--- config.mk ---
export PLATFORM = sky130hd
export DESIGN_NAME = lemming_fall_tracker
export DESIGN_NICKNAME = d
export VERILOG_FILES = /design/src/rtl/lemming_pkg.sv /design/src/rtl/lemming_sat_counter.sv /design/src/rtl/lemming_fall_tracker.sv
export SDC_FILE = /design/constraint.sdc
export NUM_CORES = 1
export LEC_CHECK = 0
export CAP_MARGIN = 20
export CORE_AREA = 5 5 42 44
export CTS_BUF_LIST = sky130_fd_sc_hd__clkbuf_4 sky130_fd_sc_hd__clkbuf_8
export DETAILED_ROUTE_END_ITERATION = 6
export DIE_AREA = 0 0 47 49
export DONT_BUFFER_PORTS = 1
export HOLD_SLACK_MARGIN = 0.05
export PLACE_DENSITY = 0.64
export SLEW_MARGIN = 25
export SYNTH_ARGS = -nofsm -noshare
export SYNTH_HDL_FRONTEND = slang
export SYNTH_SLANG_ARGS = --single-unit
--- constraint.sdc ---
create_clock -name clk -period 5.15 [get_ports clk]
set_input_delay 1.03 -clock clk [delete_from_list [all_inputs] [get_ports clk]]
set_output_delay 1.03 -clock clk [all_outputs]
set_load 0.01 [all_outputs]
--- src/rtl/lemming_pkg.sv ---
// lemming_pkg: types and constants shared by the lemming walker FSM and the fall tracker.
package lemming_pkg;

    localparam int FALL_CNT_W         = 5;
    localparam int FALL_CNT_MAX       = 31;
    localparam int DEFAULT_FALL_LIMIT = 20;

    typedef enum logic [1:0] {
        ALIVE,
        FALLING,
        DEAD
    } tracker_state_t;

    typedef enum logic [2:0] {
        WALK_LEFT,
        WALK_RIGHT,
        FALL_LEFT,
        FALL_RIGHT,
        DIG_LEFT,
        DIG_RIGHT
    } walker_state_t;

endpackage

--- src/rtl/lemming_sat_counter.sv ---
// lemming_sat_counter: saturating up-counter with load-one, increment and hold controls.
// hold_i has top priority, then load1_i, then inc_i.
module lemming_sat_counter #(
    parameter int W   = 5,
    parameter int MAX = 31
) (
    input  logic         clk,
    input  logic         areset,
    input  logic         load1_i,
    input  logic         inc_i,
    input  logic         hold_i,
    output logic [W-1:0] cnt_o
);

    localparam logic [W-1:0] MAX_V = W'(MAX);

    logic [W-1:0] cnt_q, cnt_d;

    always_comb begin
        cnt_d = hold_i                     ? cnt_q :
                load1_i                    ? W'(1) :
                (inc_i && cnt_q != MAX_V)  ? cnt_q + W'(1) :
                                             cnt_q;
    end

    always_ff @(posedge clk or posedge areset) begin
        if (areset) cnt_q <= '0;
        else        cnt_q <= cnt_d;
    end

    assign cnt_o = cnt_q;

endmodule

--- src/rtl/lemming_fall_tracker.sv ---
// lemming_fall_tracker: watches the walker FSM outputs, times falls and flags a fatal landing.
// Define LEMMING_FALL_TRACKER_STATS_EN to build the turn/dig statistics counters.
module lemming_fall_tracker
    import lemming_pkg::*;
#(
    parameter int FALL_LIMIT = DEFAULT_FALL_LIMIT,
    parameter int STAT_W     = 8
) (
    input  logic              clk,
    input  logic              areset,
    input  logic              walk_left,
    input  logic              walk_right,
    input  logic              aaah,
    input  logic              digging,
    output logic              dead,
    output logic              long_fall,
    output logic [4:0]        fall_cnt,
    output logic              proto_err,
    output logic [STAT_W-1:0] turn_cnt,
    output logic [STAT_W-1:0] dig_cnt
);

    localparam logic [FALL_CNT_W-1:0] LIMIT_V = FALL_CNT_W'(FALL_LIMIT);

    tracker_state_t        state_q;
    logic                  perr_q;
    logic [FALL_CNT_W-1:0] fall_q;
    logic                  over_limit;

    assign over_limit = fall_q > LIMIT_V;

    // proto_err is evaluated even in DEAD; everything else stops there
    always_ff @(posedge clk or posedge areset) begin
        if (areset) begin
            state_q <= ALIVE;
            perr_q  <= 1'b0;
        end else begin
            if (!$onehot({walk_left, walk_right, aaah, digging})) perr_q <= 1'b1;
            case (state_q)
                ALIVE:   if (aaah) state_q <= FALLING;
                FALLING: if (!aaah) state_q <= over_limit ? DEAD : ALIVE;
                default: state_q <= DEAD;
            endcase
        end
    end

    lemming_sat_counter #(
        .W   (FALL_CNT_W),
        .MAX (FALL_CNT_MAX)
    ) u_fall_cnt (
        .clk     (clk),
        .areset  (areset),
        .load1_i (state_q == ALIVE && aaah),
        .inc_i   (state_q == FALLING && aaah),
        .hold_i  (state_q == DEAD),
        .cnt_o   (fall_q)
    );

    assign dead      = state_q == DEAD;
    assign long_fall = state_q == FALLING && over_limit;
    assign fall_cnt  = fall_q;
    assign proto_err = perr_q;

`ifdef LEMMING_FALL_TRACKER_STATS_EN
    logic              active, turn, dig_start, dir_seen;
    logic [STAT_W-1:0] turn_q, turn_d, dig_q, dig_d;
    logic              dir_vld_q, dir_vld_d, dir_right_q, dir_right_d, dig_prev_q, dig_prev_d;

    assign active    = state_q != DEAD;
    assign dir_seen  = walk_left || walk_right;
    // the direction history survives falls and digs; only a walk updates it
    assign turn      = dir_vld_q && ((walk_left && dir_right_q) || (walk_right && !dir_right_q));
    assign dig_start = digging && !dig_prev_q;

    always_comb begin
        turn_d      = (active && turn)      ? turn_q + STAT_W'(1) : turn_q;
        dig_d       = (active && dig_start) ? dig_q + STAT_W'(1)  : dig_q;
        dir_vld_d   = (active && dir_seen)  ? 1'b1                : dir_vld_q;
        dir_right_d = (active && dir_seen)  ? !walk_left          : dir_right_q;
        dig_prev_d  = active                ? digging             : dig_prev_q;
    end

    always_ff @(posedge clk or posedge areset) begin
        if (areset) begin
            turn_q      <= '0;
            dig_q       <= '0;
            dir_vld_q   <= 1'b0;
            dir_right_q <= 1'b0;
            dig_prev_q  <= 1'b0;
        end else begin
            turn_q      <= turn_d;
            dig_q       <= dig_d;
            dir_vld_q   <= dir_vld_d;
            dir_right_q <= dir_right_d;
            dig_prev_q  <= dig_prev_d;
        end
    end

    assign turn_cnt = turn_q;
    assign dig_cnt  = dig_q;
`else
    assign turn_cnt = '0;
    assign dig_cnt  = '0;
`endif

endmodule

==> flow_summary_export.csv <==
group,metric,value,unit
run_status,status,"completed",
worst_setup_path,worstPathCellList,"inv_1 > fa_1 > inv_1 > ha_1 > ha_1 > or4b_2",
yosys,synth.avg_cell_area,9.39,µm²
worst_setup_path,cp.required,5270,ps
yosys,post-synth-top-area-cell,"dfrtp_1",
global_routing,grt-ovfl-total,0,
yosys,synth_fa_ha_area_frac,0.131,
clocking,cts.sinks,8,
routing,dr.first_iter.drc_count,6,
timing,drv_slew,0,
die,initial_utilization,0.449,
timing,setup_tns,0,ps
cells_and_area,instances_no_fill,84,
power,leakage,0.324,nW
placed_design,place_congestion,0.730,
yosys,ys_dominant_reg_cell,"dfrtp_1",
timing,relSlewSlack,0.601,
job,max_cap_violations,0,
global_routing,grt_pass1_wl,1620,µm
yosys,netlist_area,629,µm²
yosys,synth_top_cell_area_share,0.318,
die,io_pins,30,
die,die_w,47,µm
global_routing,grt_pass1_vias,347,
yosys,synth_top_family_by_area,"buffers and inverters",
clocking,cts_resized,0,
clocking,h-tree-depth,1,
cells_and_area,area_delta_synth_final,-4.18,%
timing,fin_crit,2610,ps
placed_design,post_dp_cell_area,581,µm²
timing,rsz0062_at_grt,"false",
clocking,clock_path_buffers,2,
placed_design,dp_cells,81,
yosys,synth.distinct_cells,23,
timing,fin_ws,2540,ps
clocking,cts_setup_buffers,0,
yosys,synth_edf_count,0,
worst_setup_path,arrival,2730,ps
placed_design,io_buffers,0,
yosys,synth_seq_cells,8,
timing,final.setup_skew,0.136,ps
worst_setup_path,max_stage_delay,660,ps
yosys,async_flop_share,1.00,
placed_design,dpl_worst_slack,2260,ps
cells_and_area,diodes,0,
timing,period_share,0.507,
timing,hold_violations,0,
power,vdd_drop_max,0.167,mV
routing,drc,0,
cells_and_area,final_layout_size_suffix_gt1_frac,0.0882,
clocking,clk_latency,250,ps
placed_design,dp_hpwl,850,µm
yosys,synth_area_leaders,"dfrtp_1 (32%), buf_4 (19%), ha_1 (9.9%)",
die,core_area,1400,µm²
global_routing,antenna_found_initial,0,
global_routing,grt_max_degree,11,
worst_setup_path,crit_slowest_cell,"or4b_2",
yosys,synth-simple-area-share,0.199,
cells_and_area,nets,82,
yosys,synthXorXnorAreaFrac,0,
global_routing,grt_usage,0.0999,
worst_setup_path,critical_path_class,"in2reg",
routing,vias_per_cell,4.81,
timing,whs,546,ps
yosys,muxShareOfSynthArea,0.0179,
yosys,synth-seq-area-share,0.318,
timing,setup_violations,0,
timing,tightest_slew,597,ps
hold_path,min_path_type,"reg2reg",
worst_setup_path,crit_path_start_kind,"primary input",
clocking,cts_root_buf,"clkbuf_4",
cells_and_area,design_area,603,µm²
routing,dr_total_vias,404,
routing,ant_nets,0,
power,power.density,285,nW/µm²
die,dieArea,2300,µm²
die,rows,14,
worst_setup_path,rrSetupSlack,3030,ps
clocking,postCtsHoldBufs,0,
clocking,clkTransAtPathRegs,50,ps
routing,dr.pass1.iters,3,
power,power,172,µW
worst_setup_path,end_kind,"flip-flop",
routing,wire_per_inst,12.7,µm
yosys,synth.most_common_cell,"buf_4",
yosys,syn-instance-count,67,
timing,fmax,0.383,GHz
die,fp.dieH,49,µm
yosys,yosysWarningCount,0,
worst_setup_path,crit_fanout,1,
routing,routed_wl,1070,µm
yosys,synth_compound_area_frac,0.0755,
cells_and_area,final_util,0.430,
clocking,cts_tree,"done",
yosys,ys_top_cells_by_count,"buf_4 (16), inv_1 (9), dfrtp_1 (8), nand3_1 (6), ha_1 (5)",
clocking,numCtsBuffers,3,
==> power breakdown <==
group | leakage [nW] | total [mW] | internal (mW) | switching, mW
sequential | 0.0967 | 0.0901 | 0.0719 | 0.0183
clock | 0.0138 | 0.0484 | 0.0267 | 0.0217
combinational | 0.213 | 0.0334 | 0.0141 | 0.0194
total | 0.324 | 0.172 | 0.113 | 0.0593
==> layer usage <==
layer / routed length [µm] / up-vias / share of wire / GRT usage
met5: 0 / - / 0 / 0
met4: 8 / 0 / 0.0075 / 0.0276
met3: 140 / 2 / 0.13 / 0.0812
met2: 503 / 20 / 0.47 / 0.138
met1: 412 / 187 / 0.39 / 0.117
li1: - / 195 / - / -
==> final cells by class <==
class | instances | area [µm²]
Inverter | 9 | 33.8
Clock buffer | 3 | 22.5
Tap cell | 16 | 20.0
Sequential cell | 8 | 200
Multi-Input combinational cell | 48 | 327
Fill cell | 156 | 798
==> critical path: cells and delay by family <==
family,cells,cell delay (ps)
adder cells (fa/ha/maj),3,960
buffers and inverters,2,70
AND/OR/NAND/NOR,1,660
==> path summary, 6_finish.rpt <==
path                                startpoint                   to  cells after the start
setup / recovery                     walk_left            proto_err                      6
hold / removal                      state_q[1]           state_q[1]                      1
setup reg to reg           u_fall_cnt.cnt_o[0]  u_fall_cnt.cnt_o[0]                      6
hold reg to reg                     state_q[1]           state_q[1]                      1
max in group asynchronous               areset           state_q[1]                      1
min in group asynchronous               areset            proto_err                      1
==> cells in the final DEF, fill, tap and decap left out <==
master / n
conb_1: 16
inv_1: 9
dfrtp_1: 8
nand3_1: 6
ha_1: 5
clkbuf_4: 3
o211ai_1: 2
nand2_1: 2
nand4b_1: 2
a22o_1: 2
nor2b_1: 2
nand2b_4: 1
nor3b_1: 1
mux2_2: 1
a22oi_1: 1
nand2b_1: 1
nor2_1: 1
and3_1: 1
or4b_2: 1
o21bai_1: 1
or4b_1: 1
fa_1: 1
==> registers in the layout, summed over array words and instances, names as in the netlist <==
name,flops
u_fall_cnt.cnt_o,5
state_q,2
proto_err,1
==> cells by family (layout without fill, tap and decap cells) <==
| logic type | after synthesis | after routing |
|---|---|---|
| compound gates | 6 | 6 |
| fa+ha+maj | 6 | 6 |
| buf+inv | 26 | 12 |
| flops | 8 | 8 |
| mux | 1 | 1 |
| other cells | 1 | 16 |
| simple gates | 19 | 19 |
(Power assumes the default switching activity.)
==> variant 1: new RTL, same settings <==
The parameter `STAT_W` goes from 8 to 9.
--- a/src/rtl/lemming_fall_tracker.sv
+++ b/src/rtl/lemming_fall_tracker.sv
@@ -6,3 +6,3 @@
     parameter int FALL_LIMIT = DEFAULT_FALL_LIMIT,
-    parameter int STAT_W     = 8
+    parameter int STAT_W     = 9
 ) (
Interface: changed (resized dig_cnt and turn_cnt); port bits go from 30 to 32. The function was not compared with the original's and may differ.
==> variant 1 against the original RTL <==
Sequential cell count unchanged; maximum frequency about the same; power increased by 0.95%; global-route usage grew 0.63 points; wire length grew 6.3%; combinational power increased by 5%; design area rose by 1.2%; area after synthesis grew 2.4%; hold slack got worse by 0.84 ps; setup slack better by 2.3 ps; die area stayed put; sequential power hardly changed; critical endpoint unchanged; highest routed layer unchanged.
==> variant 1: results <==
group,metric,value,unit
power,cellLeakagePower,0.3304,nW
place,io_buffers,0,
setup_path,r2r_start,"u_fall_cnt.cnt_o[0]",
setup_path,cp.arrival,2730,ps
timing,finalClockSkew,4.812,ps
cts,insertion_delay,260,ps
cts,root_buffer,"clkbuf_4",
hold_path,whs_endpoint,"state_q[1]",
hold_path,min_from,"state_q[1]",
setup_path,reg2reg_depth,6,
setup_path,path_max_fanout,1,
place,pre_cts_ws,2264,ps
route,via_count,419,
setup_path,r2r_end,"u_fall_cnt.cnt_o[0]",
cts,cts_setup_buffers,0,
place,place_area,588.1,um2
place,hpwlAfterDp,918.7,um
hold_path,hold_path_class,"reg2reg",
logic_synthesis,synth_cell_types,23,
power,power.internal,112.7,uW
logic_synthesis,synth_area_leaders,"dfrtp_1, buf_4, ha_1, inv_1, nand3_1",
cts,cts_max_level,1,
route,dr.pass1.iters,3,
route,dr.first_iter.drc_count,2,
cts,cts_resized,0,
layout,antenna_cells,0,
layout,finalNetCount,84,
setup_path,ff2ff_setup_slack,3120,ps
timing,whs,545.2,ps
power,power_clock,47.9,uW
status,outcome,"complete, no violations",
power,pwr-share-comb,20.3,%
power,vdd_drop_max,0.1500,mV
cts,clk_pin_slew,50,ps
global_route,grt_pass1_wl,1766,um
global_route,track_usage,10.62,%
logic_synthesis,async_flop_share,100.0,%
logic_synthesis,yosys_warnings,0,
cts,clock_path_buffers,2,
layout,largest_reg_flops,5,
hold_path,whs_path_depth,1,
route,routed_wl,1132,um
logic_synthesis,yosysSeqAreaShare,31.07,%
global_route,grt_max_degree,11,
global_route,grt_antenna_before_repair,0,
layout,drive_gt1_share,8.571,%
place,place.gp.congestion,0.7394,
cts,numCtsBuffers,3,
logic_synthesis,synth_common_cells,"buf_4, inv_1, dfrtp_1, nand3_1, ha_1",
setup_path,cp-startpoint,"walk_left",
global_route,grt_pass1_vias,403,
[variant 1: worst max path at each step]
stage,end,slack [ps],depth (start not counted)
CTS,proto_err,2540,6
detailed placement,proto_err,2260,6
finish,proto_err,2540,6
global placement,proto_err,2300,6
global route,proto_err,2510,6
floorplan,proto_err,2320,6
[variant 1: per-layer routing]
metal  global-route usage, %  wire length, um  vias to the layer above
met1                   11.41              438                      201
met5                       0                0                        -
li1                        -                -                      197
met4                   4.147               21                        0
met2                   17.19              568                       17
met3                   5.166              102                        4
[variant 1: worst max-delay path: stages]
cell and delay, ps:
inv_1 30, fa_1 530, inv_1 40, ha_1 170, ha_1 260, or4b_2 660
[variant 1: through the flow]
stage / power (mW) / instances / util, %
floorplan: 0.1275 / 86 / -
global placement: 0.1247 / 83 / 41.96
detailed placement: 0.1273 / 83 / 41.96
CTS: 0.1763 / 86 / 43.57
global route: 0.1866 / 86 / 43.57
finish: 0.1736 / 86 / 43.57
[variant 1: cell families after synthesis]
| logic type | count (synthesis) | share of synthesized area (%) |
|---|---|---|
| adder cells (fa/ha/maj) | 6 | 12.82 |
| flip-flops | 8 | 31.07 |
| other | 1 | 0.5820 |
| buffers and inverters | 28 | 26.99 |
| multiplexers | 1 | 1.747 |
| AO/OA/AOI/OAI | 6 | 7.379 |
| AND/OR/NAND/NOR | 19 | 19.42 |
[variant 1: final cells by class]
| type | instances | area [um2] |
|---|---|---|
| clock buffers | 3 | 22.52 |
| fillers | 160 | 790.8 |
| flip-flops and latches | 8 | 200.2 |
| inverters | 9 | 33.78 |
| multi-input cells | 50 | 334.1 |
| well taps | 16 | 20.02 |
==> variant 2: new RTL, same flow settings <==
Made on the original files. Add an input register stage for `aaah`; this delays it by one clock. The other inputs are not delayed to match.
--- a/src/rtl/lemming_fall_tracker.sv
+++ b/src/rtl/lemming_fall_tracker.sv
@@ -24,2 +24,8 @@
 
+    logic aaah_q;
+
+    always_ff @(posedge clk) begin
+        aaah_q <= aaah;
+    end
+
     tracker_state_t        state_q;
@@ -37,6 +43,6 @@
         end else begin
-            if (!$onehot({walk_left, walk_right, aaah, digging})) perr_q <= 1'b1;
+            if (!$onehot({walk_left, walk_right, aaah_q, digging})) perr_q <= 1'b1;
             case (state_q)
-                ALIVE:   if (aaah) state_q <= FALLING;
-                FALLING: if (!aaah) state_q <= over_limit ? DEAD : ALIVE;
+                ALIVE:   if (aaah_q) state_q <= FALLING;
+                FALLING: if (!aaah_q) state_q <= over_limit ? DEAD : ALIVE;
                 default: state_q <= DEAD;
@@ -52,4 +58,4 @@
         .areset  (areset),
-        .load1_i (state_q == ALIVE && aaah),
-        .inc_i   (state_q == FALLING && aaah),
+        .load1_i (state_q == ALIVE && aaah_q),
+        .inc_i   (state_q == FALLING && aaah_q),
         .hold_i  (state_q == DEAD),
Behaviour: not the same (a bounded check fails within 4 cycles, from zero or initial values and one cycle with areset high).
==> variant 2 against the original RTL <==
Setup slack improved by 130 ps; combinational power rose by 8.1%; global-route usage rose by 0.59 points; area after synthesis increased by 2.6%; register-to-register slack better by 80 ps; die area did not move; wire length decreased by 1.0%; sequential cell count increased by 1; power rose by 13%; design area up 4.8%; maximum frequency grew 5.3%; largest cell class unchanged.
==> variant 2: results <==
group,metric,value,unit
power,p_switching,63.65,uW
logic_synthesis,synth_fa_ha_area_share,12.79,%
cts,cts_setup_buffers,0,
hold_path,hold_path_class,"reg2reg",
route,via_count,402,
power,cellLeakagePower,0.3362,nW
layout,drive_gt1_share,13.24,%
logic_synthesis,synth_cell_types,27,
cts,clock_path_buffers,2,
logic_synthesis,async_flop_share,88.89,%
logic_synthesis,synth-xor-area-share,0,%
cts,cts_resized,0,
timing,finalClockSkew,1.783,ps
global_route,grt_max_degree,9,
layout,finalNetCount,81,
route,dr.pass1.iters,2,
route,routed_wl,1054,um
logic_synthesis,muxShareOfSynthArea,1.550,%
setup_path,cp_slowest_cell,"dfrtp_1",
logic_synthesis,yosys_warnings,0,
timing,fin_tns_setup,0,ps
logic_synthesis,synth_area_leaders,"dfrtp_1, buf_4, ha_1, inv_1, dfxtp_1",
setup_path,path_max_fanout,4,
layout,largest_reg_flops,5,
global_route,grt_antenna_before_repair,0,
cts,numCtsBuffers,3,
power,vdd_drop_max,0.2262,mV
global_route,track_usage,10.58,%
place,place.gp.congestion,0.7393,
logic_synthesis,yosysSeqAreaShare,34.11,%
setup_path,cp.arrival,1450,ps
layout,antenna_cells,0,
setup_path,slowest_delay,440,ps
cts,hold_buffers,0,
place,io_buffers,0,
cts,cts_max_level,1,
cts,root_buffer,"clkbuf_4",
place,place_area,601.8,um2
global_route,grt_pass1_wl,1704,um
status,outcome,"complete, no violations",
cts,clk_pin_slew,60,ps
logic_synthesis,yosys_most_used_dff,"dfrtp_1",
logic_synthesis,synth_common_cells,"buf_4, dfrtp_1, inv_1, ha_1, nand2_1",
layout,fill_cells,154,
cts,insertion_delay,260,ps
place,hpwlAfterDp,823.4,um
route,dr.first_iter.drc_count,1,
logic_synthesis,synth_compound_area_share,9.109,%
-- variant 2: power by group through the flow --
stage / logic (mW) / registers, mW / clock network [mW]
3_3_place_gp: 0.0352 / 0.100 / 0
3_5_place_dp: 0.0361 / 0.101 / 0
6_report: 0.0361 / 0.0990 / 0.0586
5_1_grt: 0.0437 / 0.101 / 0.0635
4_1_cts: 0.0366 / 0.0994 / 0.0610
2_1_floorplan: 0.0401 / 0.0963 / 0
-- variant 2: worst paths after layout --
kind	from	slack, ps	to	cells past startpoint
max	u_fall_cnt.cnt_o[0]	2670	long_fall	5
min	aaah_q	510	state_q[1]	1
max reg2reg	aaah_q	3110	proto_err	6
min reg2reg	aaah_q	510	state_q[1]	1
max in group asynchronous	areset	4320	state_q[0]	1
min in group asynchronous	areset	600	state_q[1]	1
-- variant 2: worst max-delay path, delay by kind of cell, from the launching register on --
family / cells / cell delay (ps)
flops: 1 / 440
simple gates: 2 / 330
fa+ha+maj: 1 / 210
compound gates: 1 / 110
buf+inv: 1 / 100
-- variant 2: stage by stage --
step / utilization (%) / hold WS, ps / setup slack [ps] / std cells / power, mW
after floorplan: - / 483.4 / 2492 / 80 / 0.1365
after global placement: 42.95 / 501.4 / 2451 / 80 / 0.1355
final: 45.09 / 512.6 / 2671 / 84 / 0.1937
after detailed placement: 42.95 / 503.1 / 2431 / 80 / 0.1366
after global routing: 45.09 / 560.8 / 2526 / 84 / 0.2085
after CTS: 45.09 / 512.6 / 2652 / 84 / 0.1970
-- variant 2: cell type report --
| class | count | area, um2 | area share (%) |
|---|---|---|---|
| Multi-Input combinational cell | 46 | 322.8 | 51.09 |
| Sequential cell | 9 | 220.2 | 34.85 |
| Inverter | 9 | 38.79 | 6.139 |
| Clock buffer | 4 | 30.03 | 4.752 |
| Tap cell | 16 | 20.02 | 3.168 |
-- variant 2: metal layers --
layer	part of all wire [%]	GRT usage, %	vias to the layer above
li1	-	-	190
met1	38	10.84	185
met2	44	15.84	21
met3	12	3.690	6
met4	4.7	9.677	0
met5	0	0	-
-- variant 2: logic make-up (layout without fill, tap and decap cells) --
group                      Yosys count  in the layout
and+or+nand+nor                     16             16
other                                1             16
adders and majority gates            6              6
muxes                                1              1
DFF                                  9              9
AOI/OAI and AO/OA                    7              7
buffers and inverters               25             13
